--- src/rtl/fft_peak_detect.sv ---
// rtl/fft_peak_detect.sv - FFT output pass-through with per-frame magnitude peak search
module fft_peak_detect #(
    parameter int FFT_LEN            = 8192,
    parameter int FFT_CHANNELS       = 2,
    parameter int FFT_AXI_DATA_WIDTH = 32,
    parameter int PEAK_CHANNEL       = 0,
    localparam int IDX_W             = (FFT_LEN > 1) ? $clog2(FFT_LEN) : 1,
    localparam int BUS_W             = FFT_CHANNELS * FFT_AXI_DATA_WIDTH
) (
    input  logic             aclk,
    input  logic             aresetn,
    input  logic [BUS_W-1:0] s_axis_tdata,
    input  logic             s_axis_tvalid,
    input  logic             s_axis_tlast,
    output logic             s_axis_tready,
    output logic [BUS_W-1:0] m_axis_tdata,
    output logic             m_axis_tvalid,
    output logic             m_axis_tlast,
    input  logic             m_axis_tready,
    output logic [IDX_W-1:0] peak_index,
    output logic [31:0]      peak_mag,
    output logic             peak_len_err,
    output logic             peak_valid,
    input  logic             peak_ready
);

    localparam logic [IDX_W-1:0] LAST_BIN = IDX_W'(FFT_LEN - 1);

    typedef enum logic [1:0] {
        SCAN  = 2'd0,
        DRAIN = 2'd1,
        HOLD  = 2'd2
    } state_t;

    state_t state, state_next;

    logic [IDX_W-1:0] bin_cnt;
    logic             overrun;

    logic [31:0]      s1_ii;
    logic [31:0]      s1_qq;
    logic [IDX_W-1:0] s1_bin;
    logic             s1_last;
    logic             s1_err;
    logic             s1_valid;

    logic [31:0]      max_mag;
    logic [IDX_W-1:0] max_idx;
    logic             s2_last;
    logic             s2_err;

    logic [FFT_AXI_DATA_WIDTH-1:0] peak_word;
    logic signed [15:0]            samp_i;
    logic signed [15:0]            samp_q;
    logic signed [31:0]            prod_i;
    logic signed [31:0]            prod_q;
    logic [31:0]                   mag_sum;
    logic                          accept;
    logic                          frame_err;

    assign m_axis_tdata  = s_axis_tdata;
    assign m_axis_tlast  = s_axis_tlast;
    assign m_axis_tvalid = (state == SCAN) ? s_axis_tvalid : 1'b0;
    assign s_axis_tready = (state == SCAN) ? m_axis_tready : 1'b0;

    assign accept    = s_axis_tvalid && s_axis_tready && (state == SCAN);
    assign peak_word = s_axis_tdata[PEAK_CHANNEL*FFT_AXI_DATA_WIDTH +: FFT_AXI_DATA_WIDTH];
    assign samp_i    = signed'(peak_word[15:0]);
    assign samp_q    = signed'(peak_word[31:16]);
    assign prod_i    = samp_i * samp_i;
    assign prod_q    = samp_q * samp_q;
    assign mag_sum   = s1_ii + s1_qq;

    // A non-tlast beat already seen at the last bin means the frame runs past FFT_LEN beats.
    assign frame_err = (bin_cnt != LAST_BIN) || overrun;

    always_ff @(posedge aclk) begin
        if (!aresetn) begin
            state <= SCAN;
        end else begin
            state <= state_next;
        end
    end

    always_comb begin
        state_next = state;
        case (state)
            SCAN:    if (accept && s_axis_tlast) state_next = DRAIN;
            DRAIN:   if (s2_last) state_next = HOLD;
            HOLD:    if (peak_ready) state_next = SCAN;
            default: state_next = SCAN;
        endcase
    end

    always_ff @(posedge aclk) begin
        if (!aresetn) begin
            bin_cnt <= '0;
            overrun <= 1'b0;
        end else if (accept) begin
            if (s_axis_tlast) begin
                bin_cnt <= '0;
                overrun <= 1'b0;
            end else if (bin_cnt == LAST_BIN) begin
                overrun <= 1'b1;
            end else begin
                bin_cnt <= bin_cnt + IDX_W'(1);
            end
        end
    end

    always_ff @(posedge aclk) begin
        if (!aresetn) begin
            s1_valid <= 1'b0;
            s1_ii    <= '0;
            s1_qq    <= '0;
            s1_bin   <= '0;
            s1_last  <= 1'b0;
            s1_err   <= 1'b0;
        end else begin
            s1_valid <= accept;
            if (accept) begin
                s1_ii   <= unsigned'(prod_i);
                s1_qq   <= unsigned'(prod_q);
                s1_bin  <= bin_cnt;
                s1_last <= s_axis_tlast;
                s1_err  <= s_axis_tlast && frame_err;
            end
        end
    end

    // Running max is cleared when the finished frame's result is published, ready for the next frame.
    always_ff @(posedge aclk) begin
        if (!aresetn) begin
            max_mag      <= '0;
            max_idx      <= '0;
            s2_last      <= 1'b0;
            s2_err       <= 1'b0;
            peak_index   <= '0;
            peak_mag     <= '0;
            peak_len_err <= 1'b0;
            peak_valid   <= 1'b0;
        end else begin
            s2_last <= s1_valid && s1_last;
            if (s1_valid) begin
                if (mag_sum > max_mag) begin
                    max_mag <= mag_sum;
                    max_idx <= s1_bin;
                end
                if (s1_last) s2_err <= s1_err;
            end
            if (s2_last) begin
                peak_index   <= max_idx;
                peak_mag     <= max_mag;
                peak_len_err <= s2_err;
                peak_valid   <= 1'b1;
                max_mag      <= '0;
                max_idx      <= '0;
            end else if (peak_valid && peak_ready) begin
                peak_valid <= 1'b0;
            end
        end
    end

endmodule
--- config.mk ---
export PLATFORM = sky130hd
export DESIGN_NAME = fft_peak_detect
export DESIGN_NICKNAME = d
export VERILOG_FILES = /design/src/rtl/fft_peak_detect.sv
export SDC_FILE = /design/constraint.sdc
export NUM_CORES = 2
export LEC_CHECK = 0
export ABC_CLOCK_PERIOD_IN_PS = 9100
export CORE_MARGIN = 3
export CORE_UTILIZATION = 47
export CTS_BUF_LIST = sky130_fd_sc_hd__clkbuf_16
export DETAILED_ROUTE_END_ITERATION = 6
export DONT_BUFFER_PORTS = 1
export GPL_ROUTABILITY_DRIVEN = 1
export PLACE_DENSITY = 0.68
export SLEW_MARGIN = 15
export SYNTH_ARGS = -nofsm -noshare
export SYNTH_HDL_FRONTEND = slang
export SYNTH_SLANG_ARGS = --single-unit
--- constraint.sdc ---
create_clock -name aclk -period 9.1 [get_ports aclk]
set_input_delay 1.82 -clock aclk [delete_from_list [all_inputs] [get_ports aclk]]
set_output_delay 1.82 -clock aclk [all_outputs]
set_load 0.03 [all_outputs]
; ---- Word level (Yosys, flattened, before mapping)
; Index checks and enable logic that the tools add are counted.
[op_classes]
reduce_logical = 16
n_mux = 12
magnitude_cmp = 1
n_eq_ne = 8
n_mul = 2
bitwise = 1
add_sub_neg = 2
[op_table]
columns = op, n
row1 = $mul 16x16->32, 2
row2 = $add 32x32->32, 1
row3 = $gt 32x32->1, 1
row4 = $mux 13, 2
row5 = $add 13x1->13 const B, 1
row6 = $eq 13x13->1 const B, 1
row7 = $ne 13x13->1 const B, 1
row8 = $reduce_and 2->1, 4
row9 = $logic_and 1x1->1, 6
row10 = $mux 1, 6
row11 = $mux 2, 3
row12 = $ne 2x2->1 const B, 3
row13 = $pmux 2 s3, 1
row14 = $reduce_bool 2->1, 2
row15 = $reduce_and 3->1, 1
row16 = $eq 2x1->1 const B, 1
row17 = $eq 2x2->1 const B, 1
row18 = $logic_not 2->1, 1
row19 = $ne 2x1->1 const B, 1
row20 = $reduce_or 2->1, 1
row21 = $logic_or 1x1->1, 1
row22 = $not 1->1, 1
[word_totals]
ff_bits = 190
in_bits = 70
out_inout_bits = 114
word_cells = 59

; ---- Longest topological paths before layout
[depth]
depth_word = 7
mapped_depth = 26

; ---- Worst setup path after synthesis
; No wires, ideal clock.
[synth_path]
path_type = input -> register
startpoint = input s_axis_tdata[31]
endpoint = register s1_qq[31]
cell_stages = 22
slack_ns = 1.088
arrival_time_ns = 7.932
setup_time_ns = 0.079
path_cell_list = clkbuf_1 -> inv_1 -> nor2_1 -> fa_1 -> fa_1 -> fa_1 -> fa_1 -> fa_1 -> inv_1 -> fa_1 -> inv_1 -> ha_1 -> a21o_1 -> a21o_1 -> a21o_1 -> nor4b_2 -> o21ai_1 -> or4_1 -> and3_4 -> a2111oi_4 -> xnor2_1 -> a211oi_2
[synth_via]
elab_chain_cells = 1
[synth_lines]
columns = element, line
row1 = "start, declared", 12  ; input logic [BUS_W-1:0] s_axis_tdata,
row2 = $mul 16x16->32, 71  ; assign prod_q = samp_q * samp_q;
row3 = "end signal, assigned", 123  ; s1_qq <= unsigned'(prod_q);
row4 = "end, declared", 41  ; logic [31:0] s1_qq;
; No other way between the ends.
; A chain may end at the register's enable or synchronous reset.

; ---- Worst setup path after layout
; Ends and elaborated chain as after synthesis.

==> results.md <==
- Outcome: finished, final reports clean
- Port bufs: 0
- Utilization after layout: about half
- Post-CTS Setup Repair Bufs: 0
- Total GRT Usage: between 10% and 20%
- Die area: 60400 sq um
- Clock sink total: around 190
- Final Skew: between 0.01 and 0.015 ns
- Boundary Pins: ~180
- DRT antenna net count: 0
- Critical Path Fanout Max: 19
- Post-synth EDFFs: 0
- Die width: ~250 microns
- Mapped Cells: 3040
- Rel. slew slack: a little over a third
- CP arrival: approximately 8.4 ns
- Clk_lat worst skew: around 0.44 ns
- Nets: about 3700
- CTS tree: built
- Fill count: between 5000 and 6000
- Total number of vias: ~19000
- Clock root buffer: clkbuf_16
- Hold Crit Class: flip-flop to flip-flop
- Total gr overflow: 0
- Slew Limit Fails: 0
- Startpoint Class: primary input
- Post-CTS resize count: 0
- Worst path required time: about 9.4 ns
- F_max: about 0.12 GHz
- Initial DRC count: between 800 and 900
- Max-Cap Viols: 0
- Clock-pin slew on the worst setup and hold paths: roughly 0.080 ns
- Die Span Y: between 200 and 250 microns
- Endpoint class of the critical path: flip-flop
- Initial Util: a little under half
- Post-synthesis sequential area ratio: about 14%
- Setup TNS: 0 ns
- Vias in the first global route: approximately 19000
- Fin crit share: between 80% and 90%
- CTS H-tree lvls: 4
- DRT Pass-1 Iters: 5
- DRC viols: 0
- Dpl hpwl: approximately 45 mm
- Most Frequent Cell on Critical Path: fa_1
- Bufs on Longest Clock Path: 2
- Yosys warnings: 0
- Multi-input gate area: between 15000 and 20000 sq um
- Fin area: ~28000 sq um
- Hold_buf cts: 0
- Global-route wire length before repair: slightly above 90 mm
- Fin. Hold Viols: 0
- RSZ-0062 raised after global routing: no
- #FFs+latches synth: roughly 190
- Final wirelength: approximately 54 mm
- FFs w/ async S/R, synth: 0%
- Core area: approximately 57000 sq um
- Mapped Nets: ~3800
- Vias per inst: just over 5
- # rows: 87
- Register area: 3760 sq um
- Fin crit period: 8.07 ns
- Critical path class: primary input to flip-flop
- Initial antenna violation count: 1
- Yosys cell types: between 60 and 70
- Crit-path max cell delay: about 0.76 ns
- Gpl congestion: 0.849
- Area after DPL: 27200 sq um
- CP Cell Sequence: inv_1, nor2_1, fa_1, fa_1, fa_1, fa_1, fa_1, inv_1, fa_1, inv_1, ha_1, a21o_1, a21o_1, a21o_1, nor4b_2, o21ai_1, or4_1, and3_4, a2111oi_4, xnor2_1, a211oi_2
- CP max stage cell: fa_1
- Final setup viols: 0
- Post-synthesis average cell area: 8.89 sq um
- Share of layout cells above drive strength 1: 2.53%
- Post-synth design cell area: between 20000 and 30000 sq um
- Largest net degree at the start of global routing: 81
- Wire per inst: roughly 15 microns
- Worst slew pin tran: between 0.9 and 1 ns
- Most common cell after layout, fill and taps aside: inv_1
- Antenna Cells: 0
- Dominant synthesized flop cell: dfxtp_1
- Layout area overhead: 2.93%
- Commonest cells after routing, fill and taps aside: inv_1 (704), fa_1 (468), nand2_1 (312)
- CTS Buf Count: 17
synth_stat cells, drive strengths merged (35+ instances only):
library cell / count / area share [%]
xor2: 35 / 1.1
a21o: 39 / 1.1
xnor2: 77 / 2.5
buf: 72 / 1.9
and2: 85 / 2.0
clkbuf: 88 / 1.2
fa: 468 / 35
dfxtp: 188 / 14
mux2i: 92 / 3.4
inv: 705 / 9.8
nand2: 313 / 4.3
ha: 245 / 11
a21oi: 134 / 2.5
o21ai: 40 / 0.74
nor2: 212 / 2.9
critical path, delay by kind of cell:
| kind | cells | cell delay [ns] |
|---|---|---|
| XOR/XNOR | 1 | 0.17 |
| buffers and inverters | 3 | 0.47 |
| adder cells (fa/ha/maj) | 7 | 3.58 |
| AND/OR/NAND/NOR | 4 | 1.16 |
| AO/OA/AOI/OAI | 6 | 1.15 |
stage by stage:
stage	instances	hold slack [ns]	setup WS, ns
after floorplan	3040	0.432	1.09
after global placement	3645	0.443	0.694
after detailed placement	3645	0.448	0.583
after CTS	3677	0.459	1.02
after global routing	3677	0.484	0.665
final	3677	0.458	1.03
worst paths after layout:
kind / endpoint / cells past startpoint / slack (ns) / start
max reg2reg: max_mag[5]$_SDFFE_PP0P_ / 21 / 3.48 / s1_ii[3]$_SDFFE_PN0P_
min reg2reg: s1_err$_SDFFE_PN0P_ / 2 / 0.46 / s1_err$_SDFFE_PN0P_
max: s1_qq[31]$_SDFFE_PN0P_ / 21 / 1.03 / s_axis_tdata[31]
min: s1_err$_SDFFE_PN0P_ / 2 / 0.46 / s1_err$_SDFFE_PN0P_
sequential cells by signal, indices dropped and copies added, names as in the netlist:
signal	flops
s1_last	1
s1_qq	31
s1_ii	31
s1_bin	13
peak_len_err	1
s1_valid	1
s2_last	1
state	2
s1_err	1
peak_mag	32
s2_err	1
max_mag	32
bin_cnt	13
peak_valid	1
max_idx	13
overrun	1
peak_index	13
metal layers:
layer	wire length (microns)	GRT usage (%)	share of wire, %	up-vias
li1	-	-	-	8988
met1	24200	24.7	45	9349
met2	27700	34.0	51	269
met3	1640	1.80	3.0	61
met4	852	4.05	1.6	0
met5	0	0	0	-
cells by family (layout without fill, tap and decap cells):
kind of cell / Yosys count / in the layout / synth area share (%)
compound gates: 324 / 324 / 7.74
simple gates: 744 / 744 / 12.3
xor+xnor: 112 / 112 / 3.63
buf+inv: 865 / 746 / 12.9
mux: 94 / 94 / 3.49
fa+ha+maj: 713 / 713 / 46.0
flops: 188 / 188 / 13.9
final cells by class:
class | count | share of cell area, %
Multi-Input combinational cell | 1987 | 71.1
Sequential cell | 188 | 13.5
Inverter | 705 | 9.52
Tap cell | 756 | 3.40
Clock buffer | 17 | 1.53
Clock inverter | 15 | 0.710
Timing Repair Buffer | 9 | 0.243
Power is left out: the tool's default activity adds up to more than one toggle a clock period on the data nets, which glitch-free logic cannot reach.
